<file path="config.mk">
export PLATFORM = sky130hd
export DESIGN_NAME = filter_sched
export DESIGN_NICKNAME = d
export VERILOG_FILES = /design/src/rtl/filter_sched.sv
export SDC_FILE = /design/constraint.sdc
export NUM_CORES = 1
export LEC_CHECK = 0
export ABC_AREA = 0
export BUFFER_PORTS_ARGS = -buffer_cell sky130_fd_sc_hd__buf_4
export CAP_MARGIN = 20
export CORE_AREA = 2 2 161 163
export DETAILED_ROUTE_END_ITERATION = 16
export DIE_AREA = 0 0 163 165
export PLACE_DENSITY = 0.46
export SLEW_MARGIN = 20
export SYNTH_ARGS = -nofsm -noshare
export SYNTH_HDL_FRONTEND = slang
export SYNTH_SLANG_ARGS = --single-unit
</file>
<file path="constraint.sdc">
create_clock -name CLK -period 4.99 [get_ports CLK]
set_clock_uncertainty 0.1 [all_clocks]
set_input_delay 0.998 -clock CLK [delete_from_list [all_inputs] [get_ports CLK]]
set_output_delay 0.998 -clock CLK [all_outputs]
set_load 0.005 [all_outputs]
</file>
<file path="src/rtl/filter_sched.sv">
// filter_sched: grants the shared second-difference filter to one of two
// sample requesters for a fixed-length block. It clears the filter history at
// each block start, drives the shift-enable and input mux, and tags results
// as valid or last.
module filter_sched #(
  parameter int unsigned DW    = 128,
  parameter int unsigned BLOCK = 64,
  parameter int unsigned CW    = 6
) (
  input  logic          CLK,
  input  logic          RST,
  input  logic          enable,
  input  logic [1:0]    req_valid,
  input  logic [DW-1:0] req_data0,
  input  logic [DW-1:0] req_data1,
  output logic [1:0]    req_ready,
  output logic          f_clr,
  output logic          f_en,
  output logic [DW-1:0] f_data,
  output logic          res_valid,
  output logic          res_ch,
  output logic          res_last,
  output logic          block_done,
  output logic          busy,
  output logic [15:0]   blk_cnt
);

  typedef enum logic [1:0] {
    IDLE  = 2'd0,
    CLEAR = 2'd1,
    RUN   = 2'd2,
    DONE  = 2'd3
  } state_t;

  localparam logic [CW-1:0] CNT_LAST = CW'(BLOCK - 1);
  localparam logic [CW-1:0] CNT_TWO  = CW'(2);

  state_t        state;
  logic          rr_ptr;
  logic          grant;
  logic [CW-1:0] cnt;

  logic          xfer;
  logic          pick;
  logic          cnt_last;
  logic          cnt_ge2;

  // Transfer detect, grant choice and the filter input path.
  always_comb begin
    xfer     = |(req_valid & req_ready);
    pick     = (req_valid == 2'b11) ? rr_ptr : req_valid[1];
    cnt_last = (cnt == CNT_LAST);
    cnt_ge2  = (cnt >= CNT_TWO);
    f_en     = xfer;
    f_data   = grant ? req_data1 : req_data0;
  end

  // Block sequencer; every control output is a flop set on the transition
  // into the state that owns it, so nothing reaches the outputs
  // combinationally from the requesters except f_en/f_data.
  always_ff @(posedge CLK or negedge RST) begin
    if (!RST) begin
      state      <= IDLE;
      rr_ptr     <= 1'b0;
      grant      <= 1'b0;
      cnt        <= '0;
      req_ready  <= '0;
      f_clr      <= 1'b0;
      res_valid  <= 1'b0;
      res_ch     <= 1'b0;
      res_last   <= 1'b0;
      block_done <= 1'b0;
      busy       <= 1'b0;
      blk_cnt    <= '0;
    end else begin
      f_clr      <= 1'b0;
      block_done <= 1'b0;
      res_valid  <= 1'b0;
      res_last   <= 1'b0;
      case (state)
        IDLE: begin
          if (enable && (|req_valid)) begin
            grant <= pick;
            f_clr <= 1'b1;
            busy  <= 1'b1;
            state <= CLEAR;
          end
        end
        CLEAR: begin
          cnt       <= '0;
          req_ready <= grant ? 2'b10 : 2'b01;
          state     <= RUN;
        end
        RUN: begin
          if (xfer) begin
            cnt       <= cnt + 1'b1;
            res_valid <= cnt_ge2;
            res_last  <= cnt_last;
            res_ch    <= grant;
            if (cnt_last) begin
              req_ready  <= '0;
              block_done <= 1'b1;
              state      <= DONE;
            end
          end
        end
        DONE: begin
          blk_cnt <= blk_cnt + 16'd1;
          rr_ptr  <= ~grant;
          busy    <= 1'b0;
          state   <= IDLE;
        end
        default: state <= IDLE;
      endcase
    end
  end

endmodule

</file>
# After elaboration in Yosys (flattened, before gate mapping)
# Index checks and enable logic that the tools add are counted.
# W data, S select, Z words.
[totals] wordCells=60 output_inout_bits=153 regBits=34 input_bits=261
[op_classes] eq_ne=8 reduce_logical=12 bitwise=2 n_lt_le_gt_ge=1 n_addsub=2 mux=23
[ops] operator="$mux W128" n=1
[ops] operator="$add A16 B1 Y16 const B" n=1
[ops] operator="$mux W2" n=6
[ops] operator="$pmux W6 S2" n=1
[ops] operator="$mux W1" n=11
[ops] operator="$pmux W2 S4" n=1
[ops] operator="$reduce_and A2 Y1" n=4
[ops] operator="$add A6 B1 Y6 const B" n=1
[ops] operator="$eq A2 B2 Y1 const B" n=3
[ops] operator="$eq A6 B6 Y1 const B" n=1
[ops] operator="$ge A6 B2 Y1 const B" n=1
[ops] operator="$mux W6" n=1
[ops] operator="$ne A2 B2 Y1 const B" n=3
[ops] operator="$reduce_and A3 Y1" n=2
[ops] operator="$pmux W2 S2" n=1
[ops] operator="$reduce_bool A2 Y1" n=2
[ops] operator="$reduce_or A2 Y1" n=2
[ops] operator="$and A2 B2 Y2" n=1
[ops] operator="$eq A2 B1 Y1 const B" n=1
[ops] operator="$logic_not A2 Y1" n=1
[ops] operator="$pmux W1 S2" n=1
[ops] operator="$logic_and A1 B1 Y1" n=1
[ops] operator="$not A1 Y1" n=1

# Logic depth before layout (Yosys ltp)
[logic_depth] depth_word=4 mapped_depth=7 ltp_nobuf=6

# Worst setup path after synthesis
# Ideal clock, no wire load.
[synth_path] path_type="input -> output" startpoint="input req_valid[0]" endpoint="output f_en" t_arrival_ns=1.302 setup_slack_ns=2.590 stages=2 cell_sequence="a22oi_2 -> inv_1"
[synth_via] elab_chain_cells=2
[synth_lines] element="from (decl)" line="13" rtl="input logic [1:0] req_valid,"
[synth_lines] element="$and A2 B2 Y2" line="50" rtl="xfer = |(req_valid & req_ready);"
[synth_lines] element="$reduce_or A2 Y1" line="50"
[synth_lines] element="to (decl)" line="18" rtl="output logic f_en,"
# No other way between the ends.

# Worst setup path after layout
[layout_path] startpoint="register grant" endpoint="output f_data[16]"
[layout_via] elab_chain_cells=1
[layout_lines] element="from (decl)" line="40" rtl="logic grant;"
[layout_lines] element="from (signal assigned)" line="83" rtl="grant <= pick;"
[layout_lines] element="$mux W128" line="55" rtl="f_data = grant ? req_data1 : req_data0;"
[layout_lines] element="to (decl)" line="19" rtl="output logic [DW-1:0] f_data,"
# No other way between the ends.

==> impl.org <==
** Routing
- In the final routed layout, each cell accounts on average for 26.58 um.
- Number of vias in the routed layout :: 3964
- Routed wire length :: 27410 um
- For this block, the initial DRC count from the detailed router was 172.
- Vias/cell :: 3.845
- Once detail routing completed, the nets flagged for antenna violations numbered 0.
- The pre-antenna-repair detailed-routing pass consisted of 4 iterations.
- In the routed design, unresolved DRC markers number 0.

** Timing
- Unrepaired setup endpoints after global routing :: no
- Count of endpoints failing hold in the final timing report :: 0
- Summed over all failing endpoints, the final setup total negative slack is 0 ns.
- Across all hold checks on the routed design, the worst slack comes to 0.3802 ns.
- Post-route clock period utilization :: 64.05%
- Number of endpoints failing setup at the final stage :: 0
- Maximum frequency from static timing analysis :: 312.9 MHz
- Slew at the pin with the worst max-slew slack :: 0.5580 ns
- Final Critical Period :: 3.196 ns
- Crit path setup slack, layout :: 1.794 ns
- Total count of max-transition violations in the final report :: 0
- In this run the tightest slew margin relative to its limit is 62.80%.

** Logic synthesis
- Synthesized net count :: 552
- Number of synthesized register bits :: 33
- Summing the sequential cell areas from Yosys gives 26.77% of the chip area.
- Count of cell types in the netlist :: 37
- Largest family of logic cells by synthesized area :: multiplexers
- Number of warnings printed during yosys synthesis :: 0
- Counting flops with an async set or reset pin after synthesis yields a share of 100.0%.
- Of the total synthesized cell area, the portion taken by XOR and XNOR cells is 4.544%.
- Summing the areas of all fa, ha and maj instances in the mapped netlist gives 2.840% of the synthesized area.
- Proportion of synthesized area in mux cells :: 48.19%
- EDFF count, synth :: 0
- The mapped netlist covers 0.003084 mm^2.
- Of the total synthesized cell area, the portion taken by AND, OR, NAND and NOR gates is 8.641%.
- Ys flop type :: sky130_fd_sc_hd__dfrtp_1
- Compound-gate portion of the synthesized area :: 4.625%
- Average cell area after synthesis :: 10.86 um^2
- Post-synthesis cell count :: 284

** Floorplan
- From bottom edge to top edge, the die measures 165 um.
- Core Region :: 0.02504 mm^2
- Initial Util :: 12.32%
- Row generation in the floorplan step produced 58 rows.
- The die covers 0.02690 mm^2.
- From left edge to right edge, the die measures 163 um.
- IO Pins :: 414

** Power and ir drop
- VDD sags by at most 0.1863 mV.
- Sequential cells account for 19.0% of the total power.
- Power per standard cell area :: 370.9 mW/mm^2
- Summed over all nets, the switching power comes to 0.0009038 W.
- The analysis attributes to cell leakage a power of 3.327 nW.
- In this run, the clock network consumes 12.2% of the power.
- Net switching is 36.37% of the power.
- Overall power after layout :: 0.002485 W
- Per report_power, the combinational group accounts for 68.8% of the total.
- Internal power of the cells :: 0.001581 W

** Worst hold path
- Type of the worst min-delay path :: register to register

** Setup path
- For this run, the slowest stage of the critical path takes 0.77 ns.
- Data on the critical path is required at its endpoint by 3.89 ns.
- STA classifies the critical path startpoint as a register.
- At the worst endpoint, the arrival time is 2.10 ns.
- Chain of cells forming the critical path :: buf_12 -> mux2_2 -> buf_4
- For this design, the slowest cell found on the critical path is sky130_fd_sc_hd__dfrtp_4.
- STA classifies the critical path endpoint as an output port.
- The worst setup path is of the register to output port kind.
- Reg-to-reg slack, setup :: 3.14 ns
- Worst-path fanout max :: 71

** Cells and area
- The post-route netlist has 81.63% of its cells at a drive strength greater than 1.
- In the final layout, flip-flops and latches occupy 829.5 um^2.
- Fill cells :: 2710
- Summing all multi-input logic gate instances after layout gives 0.002123 mm^2.
- At the end of the flow, the number of nets in the layout was 954.
- Area overhead of the layout relative to synthesis :: 117.2%

** Clock network
- Clock network latency to the later pin of the worst-skew pair :: 0.28 ns
- Clock slew seen by the registers of the worst setup and hold paths :: 0.05 ns
- Clock root buffer :: sky130_fd_sc_hd__clkbuf_16
- Total CTS buffers :: 5
- TritonCTS built the clock tree.
- After clock tree synthesis, the setup repair step added 0 buffers.
- Hold-fix buffer count after cts :: 0
- After clock tree synthesis, the repair step resized 0 gates.
- Level count of the clock H-tree :: 2
- The clock net in this run drives a total of 33 sinks.
- The clock passes through at most 2 buffers.

** Global routing
- Entering global routing, the biggest net connects 72 pins.
- Initial antenna violation count :: 35
- Aggregate global-route resource usage :: 18.87%
- Total gr overflow :: 0
- Vias in the first global route :: 4025
- The first global-routing pass estimated 33920 um of wire.

** Placement
- Prior to clock tree synthesis, the placed netlist has a worst setup slack of 2.074 ns.
- Port buffer count :: 413
- Once detailed placement completed, the half-perimeter wirelength came to 24930 um.
- Final weighted congestion of routability-driven global placement :: 0.7607

** Run status
- Run status :: finished clean

** Job
- The tool flagged a number of max-cap violations equal to 0.
power by group through the flow:
stage | Clock [W] | Combinational [W] | Sequential, W
detailed placement | 0 | 0.00172 | 0.000479
CTS | 0.000309 | 0.00173 | 0.000474
finish | 0.000303 | 0.00171 | 0.000472
global route | 0.000321 | 0.00183 | 0.000489
floorplan | 0 | 0.000897 | 0.000398
global placement | 0 | 0.00172 | 0.000479
metrics by stage:
stage                     std cells  area [um^2]  util [%]
after detailed placement       1009         6520     26.04
after global routing           1019         6670     26.64
after CTS                      1016         6663     26.61
after global placement         1009         6520     26.04
after floorplan                 284         3084         -
final                          1031         6700     26.76
final timing paths:
kind,from,to,cells after the start
setup / recovery,grant,f_data[16],3
hold / removal,blk_cnt[15],blk_cnt[15],1
setup reg to reg,state[0],blk_cnt[15],5
hold reg to reg,blk_cnt[15],blk_cnt[15],1
max in group asynchronous,RST,grant,1
min in group asynchronous,RST,blk_cnt[9],1
cell type report:
cell class	instances	area share [%]
clock buffer	7	2.129
sequential	33	12.38
multi-input combinational	224	31.69
inverter	7	0.3922
antenna	15	0.5602
timing repair buffer	415	46.69
tap	330	6.162
state kept, by name, indices dropped and copies added, names as in the netlist:
signal,cells
res_ch,1
res_valid,1
state,2
grant,1
busy,1
rr_ptr,1
f_clr,1
block_done,1
blk_cnt,16
cnt,6
req_ready,2
metal layers:
| metal | track usage, % | up-vias | wire length [um] |
|---|---|---|---|
| li1 | - | 1868 | - |
| met3 | 16.60 | 49 | 5081 |
| met2 | 22.92 | 226 | 9966 |
| met4 | 2.051 | 40 | 232 |
| met1 | 24.93 | 1781 | 11880 |
| met5 | 0 | - | 249 |
cell usage in the layout (no fill, tap or decap), types with 2 or more instances in the layout:
| cell | count |
|---|---|
| sky130_fd_sc_hd__xor2_1 | 7 |
| sky130_fd_sc_hd__nand2_1 | 10 |
| sky130_fd_sc_hd__nor3_1 | 2 |
| sky130_fd_sc_hd__nor2_1 | 12 |
| sky130_fd_sc_hd__clkbuf_16 | 5 |
| sky130_fd_sc_hd__dfrtp_1 | 32 |
| sky130_fd_sc_hd__inv_1 | 7 |
| sky130_fd_sc_hd__nand4_1 | 4 |
| sky130_fd_sc_hd__mux2_2 | 132 |
| sky130_fd_sc_hd__nand3_1 | 9 |
| sky130_fd_sc_hd__diode_2 | 15 |
| sky130_fd_sc_hd__xnor2_1 | 9 |
| sky130_fd_sc_hd__ha_1 | 7 |
| sky130_fd_sc_hd__nor4_1 | 2 |
| sky130_fd_sc_hd__buf_4 | 414 |
| sky130_fd_sc_hd__a21o_1 | 2 |
| sky130_fd_sc_hd__o21ai_0 | 6 |
| sky130_fd_sc_hd__a21oi_1 | 4 |
synthesized netlist by cell type, types with 2 or more instances:
cell / number / share of area, %
sky130_fd_sc_hd__ha_1: 7 / 2.8
sky130_fd_sc_hd__nand3_1: 9 / 1.5
sky130_fd_sc_hd__clkbuf_1: 2 / 0.24
sky130_fd_sc_hd__nand4_1: 4 / 0.81
sky130_fd_sc_hd__nand2_1: 10 / 1.2
sky130_fd_sc_hd__xnor2_1: 9 / 2.6
sky130_fd_sc_hd__buf_2: 15 / 2.4
sky130_fd_sc_hd__mux2_2: 132 / 48
sky130_fd_sc_hd__o21ai_0: 6 / 0.97
sky130_fd_sc_hd__xor2_1: 7 / 2.0
sky130_fd_sc_hd__dfrtp_1: 33 / 27
sky130_fd_sc_hd__nor3_1: 2 / 0.32
sky130_fd_sc_hd__nor4_1: 2 / 0.41
sky130_fd_sc_hd__a21o_1: 2 / 0.49
sky130_fd_sc_hd__a21oi_1: 4 / 0.65
sky130_fd_sc_hd__buf_4: 2 / 0.49
sky130_fd_sc_hd__nor2_1: 12 / 1.5
sky130_fd_sc_hd__inv_1: 7 / 0.85
critical path, delay by kind of cell, from the launching register on:
kind / cells / cell delay [ns]
muxes: 1 / 0.43
DFF: 1 / 0.77
buffers and inverters: 2 / 0.55
cell families after synthesis:
family	count (synthesis)
AOI/OAI and AO/OA	21
and+or+nand+nor	48
DFF	33
adders and majority gates	7
xor gates and xnor gates	16
buffers and inverters	27
muxes	132
Note: power is estimated with default switching activity, not from simulation.
